===== src/rtl/apb_master_bridge_if.sv =====
// Signal bundle between a command/response client, the APB master bridge and its APB slave.
// The master modport is the bridge's view; the slave modport is the client/slave side.
interface apb_master_bridge_if #(
    parameter int unsigned DATA_WIDTH = 32,
    parameter int unsigned ADDR_WIDTH = 32
);
    logic                      req_valid;
    logic                      req_ready;
    logic                      req_write;
    logic [ADDR_WIDTH-1:0]     req_addr;
    logic [DATA_WIDTH-1:0]     req_wdata;
    logic [DATA_WIDTH/8-1:0]   req_strb;
    logic [2:0]                req_prot;
    logic                      rsp_valid;
    logic                      rsp_ready;
    logic [DATA_WIDTH-1:0]     rsp_rdata;
    logic                      rsp_slverr;
    logic                      rsp_timeout;
    logic [ADDR_WIDTH-1:0]     PADDR;
    logic                      PWRITE;
    logic [DATA_WIDTH-1:0]     PWDATA;
    logic [DATA_WIDTH/8-1:0]   PSTRB;
    logic [2:0]                PPROT;
    logic                      PSELx;
    logic                      PENABLE;
    logic                      PREADY;
    logic [DATA_WIDTH-1:0]     PRDATA;
    logic                      PSLVERR;

    modport master (
        input  req_valid, req_write, req_addr, req_wdata, req_strb, req_prot, rsp_ready,
        input  PREADY, PRDATA, PSLVERR,
        output req_ready, rsp_valid, rsp_rdata, rsp_slverr, rsp_timeout,
        output PADDR, PWRITE, PWDATA, PSTRB, PPROT, PSELx, PENABLE
    );

    modport slave (
        output req_valid, req_write, req_addr, req_wdata, req_strb, req_prot, rsp_ready,
        output PREADY, PRDATA, PSLVERR,
        input  req_ready, rsp_valid, rsp_rdata, rsp_slverr, rsp_timeout,
        input  PADDR, PWRITE, PWDATA, PSTRB, PPROT, PSELx, PENABLE
    );
endinterface


===== src/rtl/apb_master_bridge.sv =====
// Valid/ready command to APB3/APB4 master bridge with buffered response and PREADY timeout.
// Every output is a register; the output process only computes next-state values.
module apb_master_bridge #(
    parameter int unsigned DATA_WIDTH     = 32,
    parameter int unsigned ADDR_WIDTH     = 32,
    parameter int unsigned TIMEOUT_CYCLES = 16,
    parameter int unsigned CNT_WIDTH      = 8
) (
    input logic                 PCLK,
    input logic                 PRESET,
    apb_master_bridge_if.master bus_io
);
    localparam int unsigned           StrbWidth  = DATA_WIDTH / 8;
    localparam logic [CNT_WIDTH-1:0]  TimeoutVal = CNT_WIDTH'(TIMEOUT_CYCLES);
    localparam logic [CNT_WIDTH-1:0]  CntMax     = '1;

    typedef enum logic [1:0] {StIdle, StSetup, StAccess, StResp} state_e;

    state_e                  state_q, state_d;
    logic [CNT_WIDTH-1:0]    cnt_q, cnt_d;
    logic                    req_ready_q, req_ready_d;
    logic                    rsp_valid_q, rsp_valid_d;
    logic [DATA_WIDTH-1:0]   rsp_rdata_q, rsp_rdata_d;
    logic                    rsp_slverr_q, rsp_slverr_d;
    logic                    rsp_timeout_q, rsp_timeout_d;
    logic [ADDR_WIDTH-1:0]   paddr_q, paddr_d;
    logic                    pwrite_q, pwrite_d;
    logic [DATA_WIDTH-1:0]   pwdata_q, pwdata_d;
    logic [StrbWidth-1:0]    pstrb_q, pstrb_d;
    logic [2:0]              pprot_q, pprot_d;
    logic                    psel_q, psel_d;
    logic                    penable_q, penable_d;

    logic accept;
    logic timeout_hit;

    assign accept      = bus_io.req_valid & req_ready_q;
    // A PREADY seen in the deadline cycle still completes normally.
    assign timeout_hit = (TIMEOUT_CYCLES != 0) && (cnt_q == TimeoutVal) && !bus_io.PREADY;

    always_ff @(posedge PCLK) begin
        if (PRESET) begin
            state_q       <= StIdle;
            cnt_q         <= '0;
            req_ready_q   <= 1'b0;
            rsp_valid_q   <= 1'b0;
            rsp_rdata_q   <= '0;
            rsp_slverr_q  <= 1'b0;
            rsp_timeout_q <= 1'b0;
            paddr_q       <= '0;
            pwrite_q      <= 1'b0;
            pwdata_q      <= '0;
            pstrb_q       <= '0;
            pprot_q       <= '0;
            psel_q        <= 1'b0;
            penable_q     <= 1'b0;
        end else begin
            state_q       <= state_d;
            cnt_q         <= cnt_d;
            req_ready_q   <= req_ready_d;
            rsp_valid_q   <= rsp_valid_d;
            rsp_rdata_q   <= rsp_rdata_d;
            rsp_slverr_q  <= rsp_slverr_d;
            rsp_timeout_q <= rsp_timeout_d;
            paddr_q       <= paddr_d;
            pwrite_q      <= pwrite_d;
            pwdata_q      <= pwdata_d;
            pstrb_q       <= pstrb_d;
            pprot_q       <= pprot_d;
            psel_q        <= psel_d;
            penable_q     <= penable_d;
        end
    end

    always_comb begin
        state_d = state_q;
        unique case (state_q)
            StIdle:   if (accept) state_d = StSetup;
            StSetup:  state_d = StAccess;
            StAccess: if (bus_io.PREADY || timeout_hit) state_d = StResp;
            StResp:   if (bus_io.rsp_ready) state_d = StIdle;
            default:  state_d = StIdle;
        endcase
    end

    always_comb begin
        cnt_d         = cnt_q;
        rsp_valid_d   = rsp_valid_q;
        rsp_rdata_d   = rsp_rdata_q;
        rsp_slverr_d  = rsp_slverr_q;
        rsp_timeout_d = rsp_timeout_q;
        paddr_d       = paddr_q;
        pwrite_d      = pwrite_q;
        pwdata_d      = pwdata_q;
        pstrb_d       = pstrb_q;
        pprot_d       = pprot_q;
        psel_d        = psel_q;
        penable_d     = penable_q;
        req_ready_d   = (state_d == StIdle);

        unique case (state_q)
            StIdle: begin
                if (accept) begin
                    paddr_d  = bus_io.req_addr;
                    pwrite_d = bus_io.req_write;
                    pwdata_d = bus_io.req_wdata;
                    pstrb_d  = bus_io.req_write ? bus_io.req_strb : '0;
                    pprot_d  = bus_io.req_prot;
                    psel_d   = 1'b1;
                end
            end
            StSetup: begin
                penable_d = 1'b1;
                cnt_d     = '0;
            end
            StAccess: begin
                if (bus_io.PREADY) begin
                    psel_d        = 1'b0;
                    penable_d     = 1'b0;
                    rsp_valid_d   = 1'b1;
                    rsp_rdata_d   = pwrite_q ? '0 : bus_io.PRDATA;
                    rsp_slverr_d  = bus_io.PSLVERR;
                    rsp_timeout_d = 1'b0;
                end else if (timeout_hit) begin
                    psel_d        = 1'b0;
                    penable_d     = 1'b0;
                    rsp_valid_d   = 1'b1;
                    rsp_rdata_d   = '0;
                    rsp_slverr_d  = 1'b1;
                    rsp_timeout_d = 1'b1;
                end else if (cnt_q != CntMax) begin
                    cnt_d = cnt_q + 1'b1;
                end
            end
            StResp: begin
                if (bus_io.rsp_ready) rsp_valid_d = 1'b0;
            end
            default: ;
        endcase
    end

    assign bus_io.req_ready   = req_ready_q;
    assign bus_io.rsp_valid   = rsp_valid_q;
    assign bus_io.rsp_rdata   = rsp_rdata_q;
    assign bus_io.rsp_slverr  = rsp_slverr_q;
    assign bus_io.rsp_timeout = rsp_timeout_q;
    assign bus_io.PADDR       = paddr_q;
    assign bus_io.PWRITE      = pwrite_q;
    assign bus_io.PWDATA      = pwdata_q;
    assign bus_io.PSTRB       = pstrb_q;
    assign bus_io.PPROT       = pprot_q;
    assign bus_io.PSELx       = psel_q;
    assign bus_io.PENABLE     = penable_q;
endmodule

===== src/flat_wrapper.sv =====
// flat-port wrapper written by rule: the top's interface ports become plain ports
module apb_master_bridge_flat 
#(
    parameter int unsigned DATA_WIDTH     = 32,
    parameter int unsigned ADDR_WIDTH     = 32,
    parameter int unsigned TIMEOUT_CYCLES = 16,
    parameter int unsigned CNT_WIDTH      = 8
)
  (PCLK, PRESET, bus_io_req_valid, bus_io_req_write, bus_io_req_addr, bus_io_req_wdata, bus_io_req_strb, bus_io_req_prot, bus_io_rsp_ready, bus_io_PREADY, bus_io_PRDATA, bus_io_PSLVERR, bus_io_req_ready, bus_io_rsp_valid, bus_io_rsp_rdata, bus_io_rsp_slverr, bus_io_rsp_timeout, bus_io_PADDR, bus_io_PWRITE, bus_io_PWDATA, bus_io_PSTRB, bus_io_PPROT, bus_io_PSELx, bus_io_PENABLE);
  apb_master_bridge_if #(.DATA_WIDTH(DATA_WIDTH), .ADDR_WIDTH(ADDR_WIDTH)) bus_io_i ();
  input logic PCLK;
  input logic PRESET;
  input wire logic [$bits(bus_io_i.req_valid)-1:0] bus_io_req_valid;
  input wire logic [$bits(bus_io_i.req_write)-1:0] bus_io_req_write;
  input wire logic [$bits(bus_io_i.req_addr)-1:0] bus_io_req_addr;
  input wire logic [$bits(bus_io_i.req_wdata)-1:0] bus_io_req_wdata;
  input wire logic [$bits(bus_io_i.req_strb)-1:0] bus_io_req_strb;
  input wire logic [$bits(bus_io_i.req_prot)-1:0] bus_io_req_prot;
  input wire logic [$bits(bus_io_i.rsp_ready)-1:0] bus_io_rsp_ready;
  input wire logic [$bits(bus_io_i.PREADY)-1:0] bus_io_PREADY;
  input wire logic [$bits(bus_io_i.PRDATA)-1:0] bus_io_PRDATA;
  input wire logic [$bits(bus_io_i.PSLVERR)-1:0] bus_io_PSLVERR;
  output wire logic [$bits(bus_io_i.req_ready)-1:0] bus_io_req_ready;
  output wire logic [$bits(bus_io_i.rsp_valid)-1:0] bus_io_rsp_valid;
  output wire logic [$bits(bus_io_i.rsp_rdata)-1:0] bus_io_rsp_rdata;
  output wire logic [$bits(bus_io_i.rsp_slverr)-1:0] bus_io_rsp_slverr;
  output wire logic [$bits(bus_io_i.rsp_timeout)-1:0] bus_io_rsp_timeout;
  output wire logic [$bits(bus_io_i.PADDR)-1:0] bus_io_PADDR;
  output wire logic [$bits(bus_io_i.PWRITE)-1:0] bus_io_PWRITE;
  output wire logic [$bits(bus_io_i.PWDATA)-1:0] bus_io_PWDATA;
  output wire logic [$bits(bus_io_i.PSTRB)-1:0] bus_io_PSTRB;
  output wire logic [$bits(bus_io_i.PPROT)-1:0] bus_io_PPROT;
  output wire logic [$bits(bus_io_i.PSELx)-1:0] bus_io_PSELx;
  output wire logic [$bits(bus_io_i.PENABLE)-1:0] bus_io_PENABLE;
  assign bus_io_i.req_valid = bus_io_req_valid;
  assign bus_io_i.req_write = bus_io_req_write;
  assign bus_io_i.req_addr = bus_io_req_addr;
  assign bus_io_i.req_wdata = bus_io_req_wdata;
  assign bus_io_i.req_strb = bus_io_req_strb;
  assign bus_io_i.req_prot = bus_io_req_prot;
  assign bus_io_i.rsp_ready = bus_io_rsp_ready;
  assign bus_io_i.PREADY = bus_io_PREADY;
  assign bus_io_i.PRDATA = bus_io_PRDATA;
  assign bus_io_i.PSLVERR = bus_io_PSLVERR;
  assign bus_io_req_ready = bus_io_i.req_ready;
  assign bus_io_rsp_valid = bus_io_i.rsp_valid;
  assign bus_io_rsp_rdata = bus_io_i.rsp_rdata;
  assign bus_io_rsp_slverr = bus_io_i.rsp_slverr;
  assign bus_io_rsp_timeout = bus_io_i.rsp_timeout;
  assign bus_io_PADDR = bus_io_i.PADDR;
  assign bus_io_PWRITE = bus_io_i.PWRITE;
  assign bus_io_PWDATA = bus_io_i.PWDATA;
  assign bus_io_PSTRB = bus_io_i.PSTRB;
  assign bus_io_PPROT = bus_io_i.PPROT;
  assign bus_io_PSELx = bus_io_i.PSELx;
  assign bus_io_PENABLE = bus_io_i.PENABLE;
  apb_master_bridge #(.DATA_WIDTH(DATA_WIDTH), .ADDR_WIDTH(ADDR_WIDTH), .TIMEOUT_CYCLES(TIMEOUT_CYCLES), .CNT_WIDTH(CNT_WIDTH)) u_core (.PCLK(PCLK), .PRESET(PRESET), .bus_io(bus_io_i));
endmodule

===== config.mk =====
export PLATFORM = sky130hd
export DESIGN_NAME = apb_master_bridge_flat
export DESIGN_NICKNAME = d
export VERILOG_FILES = /design/src/rtl/apb_master_bridge_if.sv /design/src/rtl/apb_master_bridge.sv /design/src/flat_wrapper.sv
export SDC_FILE = /design/constraint.sdc
export NUM_CORES = 1
export LEC_CHECK = 0
export CORE_UTILIZATION = 34
export DETAILED_ROUTE_END_ITERATION = 10
export PLACE_DENSITY = 0.7
export RECOVER_POWER = 25
export SETUP_SLACK_MARGIN = 0.1
export SYNTH_ARGS = -nofsm -noshare
export SYNTH_HDL_FRONTEND = slang
export SYNTH_SLANG_ARGS = --single-unit

===== constraint.sdc =====
create_clock -name PCLK -period 2.6 [get_ports PCLK]
set_clock_uncertainty 0.2 [all_clocks]
set_input_delay 0.65 -clock PCLK [delete_from_list [all_inputs] [get_ports PCLK]]
set_output_delay 0.65 -clock PCLK [all_outputs]
set_load 0.1 [all_outputs]

### After elaboration in Yosys (flattened, before gate mapping)

Cells that the tools add are included.

| operators by class | value |
|---|---|
| add/sub/neg operators | 1 |
| eq/ne operators | 11 |
| multiplexer cells | 23 |
| bitwise logic cells | 1 |
| reduce and logical (&&, ||, !) cells | 15 |

Operators by type and width:

| cell | number |
|---|---|
| 2-to-1 mux 32 bit | 3 |
| 2-to-1 mux 8 bit | 3 |
| one-hot mux 8 bit (2 select lines) | 1 |
| adder 8 x 1 -> 8 bit, second input constant | 1 |
| equality test 8 x 5 -> 1 bit, second input constant | 1 |
| 2-to-1 mux 1 bit | 8 |
| inequality test 8 bit, second input constant | 1 |
| one-hot mux 2 bit (4 select lines) | 1 |
| nonzero test 2 bit | 4 |
| 2-to-1 mux 2 bit | 3 |
| inequality test 2 bit, second input constant | 3 |
| one-hot mux 1 bit (2 select lines) | 3 |
| AND reduction 2 bit | 3 |
| AND reduction 3 bit | 2 |
| equality test 2 bit, second input constant | 2 |
| zero test 2 bit | 2 |
| 2-to-1 mux 4 bit | 1 |
| inequality test 2 x 1 -> 1 bit, second input constant | 2 |
| AND reduction 4 bit | 1 |
| inequality test 3 x 2 -> 1 bit, second input constant | 1 |
| equality test 2 x 1 -> 1 bit, second input constant | 1 |
| AND 1 bit | 1 |
| logical AND 1 bit | 1 |
| zero test 1 bit | 1 |
| logical OR 1 bit | 1 |

| storage, ports and cells | value |
|---|---|
| register bits after elaboration | 120 |

### Depth between registers and ports, before layout

| depth | value |
|---|---|
| depth after elaboration | 6 |
| depth in mapped cells | 7 |
| depth with buffers taken out | 6 |

### Worst setup path before layout

OpenSTA, ideal clock, no wires.

| timing | value |
|---|---|
| path type | flip-flop to flip-flop |
| start | reg u_core.req_ready_q, in the netlist u_core.bus_io.req_ready |
| end | reg u_core.pwdata_q[30], in the netlist u_core.bus_io.PWDATA[30] |
| arrival | 1.812 ns |
| slack | 0.456 ns |
| stages on the path, launching flop included | 5 |
| path buffers | 1 |
| clock period less this slack | 2.144 ns |
| path through | dfxtp_1 nand3_1 clkbuf_1 nand2_1 a21oi_1 |

| on the way | value |
|---|---|
| cells in the longest elaborated chain, start to end | 2 |

RTL lines:

| element | line | source |
|---|---|---|
| from (decl) | apb_master_bridge.sv:21 | `logic req_ready_q, req_ready_d;` |
| from (signal assigned) | apb_master_bridge.sv:60 | `req_ready_q <= req_ready_d;` |
| AND 1 bit | apb_master_bridge.sv:37 | `assign accept = bus_io.req_valid & req_ready_q;` |
| AND reduction 2 bit (no source line) | n/a |  |
| to (signal assigned) | apb_master_bridge.sv:67 | `pwdata_q <= pwdata_d;` |
| to (decl) | apb_master_bridge.sv:28 | `logic [DATA_WIDTH-1:0] pwdata_q, pwdata_d;` |

Every way passes these cells.
A chain may end at the register's enable or synchronous reset.

### Worst setup path in the final report

| timing | value |
|---|---|
| start | in bus_io_req_valid |
| end | reg u_core.pwdata_q[25], in the netlist u_core.bus_io.PWDATA[25] |

| on the way | value |
|---|---|
| cells in the longest elaborated chain, start to end | 2 |

RTL lines:

| element | line | source |
|---|---|---|
| from (decl) | flat_wrapper.sv:13 | `input wire logic [$bits(bus_io_i.req_valid)-1:0] bus_io_req_valid;` |
| AND 1 bit | apb_master_bridge.sv:37 |  |
| AND reduction 2 bit (no source line) | n/a |  |

Every way passes these cells.

==> impl_metrics.tcl <==
set metrics [dict create \
    h-tree-depth 4 \
    grt_overflow 0 \
    cts_resized 0 \
    cts_hold_buffers 0 \
    synthFlopType "dfxtp_1" \
    grt.met3_usage_pct 6.08 \
    critPathTopFamily "buffers and inverters" \
    p_total_uw 5270 \
    p_comb_share_pct 21.6 \
    cp.arrival_ps 2260 \
    drive_gt1_share_pct 20.2 \
    ios 220 \
    die_x_um 120 \
    clk_latency_ps 410 \
    switchingPower_uw 1660 \
    crit_path_end_kind "flop" \
    vias 4731 \
    cts_tree "built" \
    max_freq_mhz 470 \
    io_buffer_count 219 \
    mostFrequentLayoutCells "nand2_1 (179), dfxtp_1 (120), clkdlybuf4s50_1 (108)" \
    synth_edf_count 0 \
    clk_transition_reported_paths_ps 50 \
    ys_ff_latch 120 \
    slowest_delay_ps 550 \
    hold_class "reg -> reg" \
    antenna_found_initial 0 \
    synthArstFlopShare_pct 0 \
    die-area_um2 14400 \
    drc 0 \
    fin_tns_setup_ps 0 \
    synth_cell_types 46 \
    via_per_inst 4.92 \
    clock_path_buffers 2 \
    clock_sinks 120 \
    ir_drop_v 0.000361 \
    layout_commonest_cell "nand2_1" \
    utilization_pct 53.8 \
    num_antenna_cells 0 \
    met2_usage_pct 30.9 \
    track_usage_pct 18.9 \
    finalCritPeriodShare_pct 81.8 \
    p_sw_share_pct 31.5 \
    grt_pass1_wl_um 21500 \
    cts_buffers 17 \
    cts_root_buf "clkbuf_16" \
    cp.required_ps 2730 \
    fin_nets 890 \
    worstPathBufferInverterCount 2 \
    core_area_um2 13400 \
    grt_pass1_vias 4410 \
    p_clk_share_pct 41.1 \
    pwr-share-seq_pct 37.4 \
    ys.warnings.count 0 \
    avgSynthCellArea_um2 8.33 \
    grt.busiest_layer "met2" \
    hpwl_um 9410 \
    status "finished, final reports clean" \
    fillCellCount 1243 \
    rsz0062_at_grt "no" \
    drt_first_pass_iters 4 \
    setup_viol 0 \
    internal-power_uw 3610 \
    worst_pin_slew_ps 716 \
    syn_nets 684 \
    setup_ws_ps 472 \
    fp-row-count 42 \
    syn_area_um2 4730 \
    dp_slack_ps 183 \
    relSlewSlack_pct 52.3 \
    die_y_um 120 \
    syn_inst 568 \
    grt_max_degree 56 \
    crit_type "in -> reg" \
    hold_viol 0 \
    cap_violations 0 \
    start_util_pct 35.3 \
    seq_area_frac_synth_pct 50.8 \
    cpMaxStageDelayCell "clkbuf_1" \
    place.gp.congestion 0.855 \
    crit_path_start_kind "input pin" \
    post_drt_wl_per_cell_um 14.0 \
    finalMaxSlewViolations 0 \
    dpl-instance-area_um2 6790 \
    cts_setup_buffers 0 \
    drtIter0Drc 229 \
    period_needed_ps 2130 \
    path_cells "clkdlybuf4s50_1 -> and3_2 -> clkbuf_1 -> nand2_1 -> a21oi_1" \
    final_area_um2 7210 \
    critPathMaxFanout 18 \
    p_per_area_nw_per_um2 730 \
    ant_nets 0 \
    power_leakage_uw 0.00279 \
    met1_usage_pct 22.0 \
    area_growth_pct 52.5 \
    wl_um 13500 \
]
==> worst paths after layout <==
check	slack (ps)	startpoint	end	depth (start not counted)
hold / removal	250	u_core.bus_io.rsp_rdata[26]	u_core.bus_io.rsp_rdata[26]	2
setup reg to reg	480	u_core.state_q[0]	u_core.bus_io.rsp_rdata[12]	5
setup / recovery	470	bus_io_req_valid	u_core.bus_io.PWDATA[25]	5
hold reg to reg	250	u_core.bus_io.rsp_rdata[26]	u_core.bus_io.rsp_rdata[26]	2
==> synth_stat cells, drive strengths merged (6+ instances only) <==
| cell | number | area share (%) |
|---|---|---|
| nand4b | 33 | 6.1 |
| a21oi | 107 | 11 |
| buf | 14 | 2.0 |
| dfxtp | 120 | 51 |
| clkbuf | 29 | 2.3 |
| o21ai | 7 | 0.98 |
| nand3 | 11 | 1.3 |
| inv | 12 | 0.95 |
| ha | 6 | 1.6 |
| nand2 | 179 | 14 |
| nor2 | 8 | 0.79 |
==> routing by layer <==
metal  wire, µm  vias up
met5          0        -
met3       1040       21
met2       6790      172
met1       5390     2192
met4        295        0
li1           -     2346
==> flip-flops by register name (all words and copies together) (netlist names) <==
register,flops
u_core.bus_io.rsp_timeout,1
u_core.bus_io.rsp_valid,1
u_core.bus_io.rsp_rdata,32
u_core.bus_io.PPROT,3
u_core.bus_io.PWDATA,32
u_core.state_q,2
u_core.bus_io.req_ready,1
u_core.bus_io.PWRITE,1
u_core.bus_io.rsp_slverr,1
u_core.bus_io.PADDR,32
u_core.bus_io.PENABLE,1
u_core.bus_io.PSTRB,4
u_core.bus_io.PSELx,1
u_core.cnt_q,8
==> cell families after synthesis <==
logic type      Yosys count  share of synthesized area (%)
mux                       1                          0.212
flops                   120                           50.8
simple gates            254                           25.9
xor+xnor                  1                          0.185
compound gates          131                           16.1
fa+ha+maj                 6                           1.59
buf+inv                  55                           5.26
==> power by group through the flow <==
| stage | clock (µW) | combinational, µW | sequential, µW |
|---|---|---|---|
| 3_3_place_gp | 0 | 1150 | 2000 |
| 6_report | 2160 | 1140 | 1970 |
| 3_5_place_dp | 0 | 1160 | 2010 |
| 2_1_floorplan | 0 | 234 | 2570 |
| 5_1_grt | 2300 | 1190 | 1980 |
| 4_1_cts | 2210 | 1170 | 1970 |
==> cell type report <==
class	instances	area, µm²	area share [%]
Sequential cell	120	2400	33.3
Timing Repair Buffer	230	1920	26.6
Clock buffer	22	474	6.57
Inverter	12	45.0	0.624
Clock inverter	9	75.1	1.04
Multi-Input combinational cell	393	2080	28.8
Tap cell	176	220	3.05
==> metrics by stage <==
stage	hold WS, ps	instances
after global placement	238	931
after floorplan	277	568
after detailed placement	244	931
after CTS	251	962
final	250	962
after global routing	265	962
==> worst reg2reg max path: stages (launching register included) <==
cell	delay, ps
dfxtp_1	340
inv_1	90
ha_1	390
clkbuf_2	640
nand4b_1	210
a21oi_1	180
(Power assumes the default switching activity.)
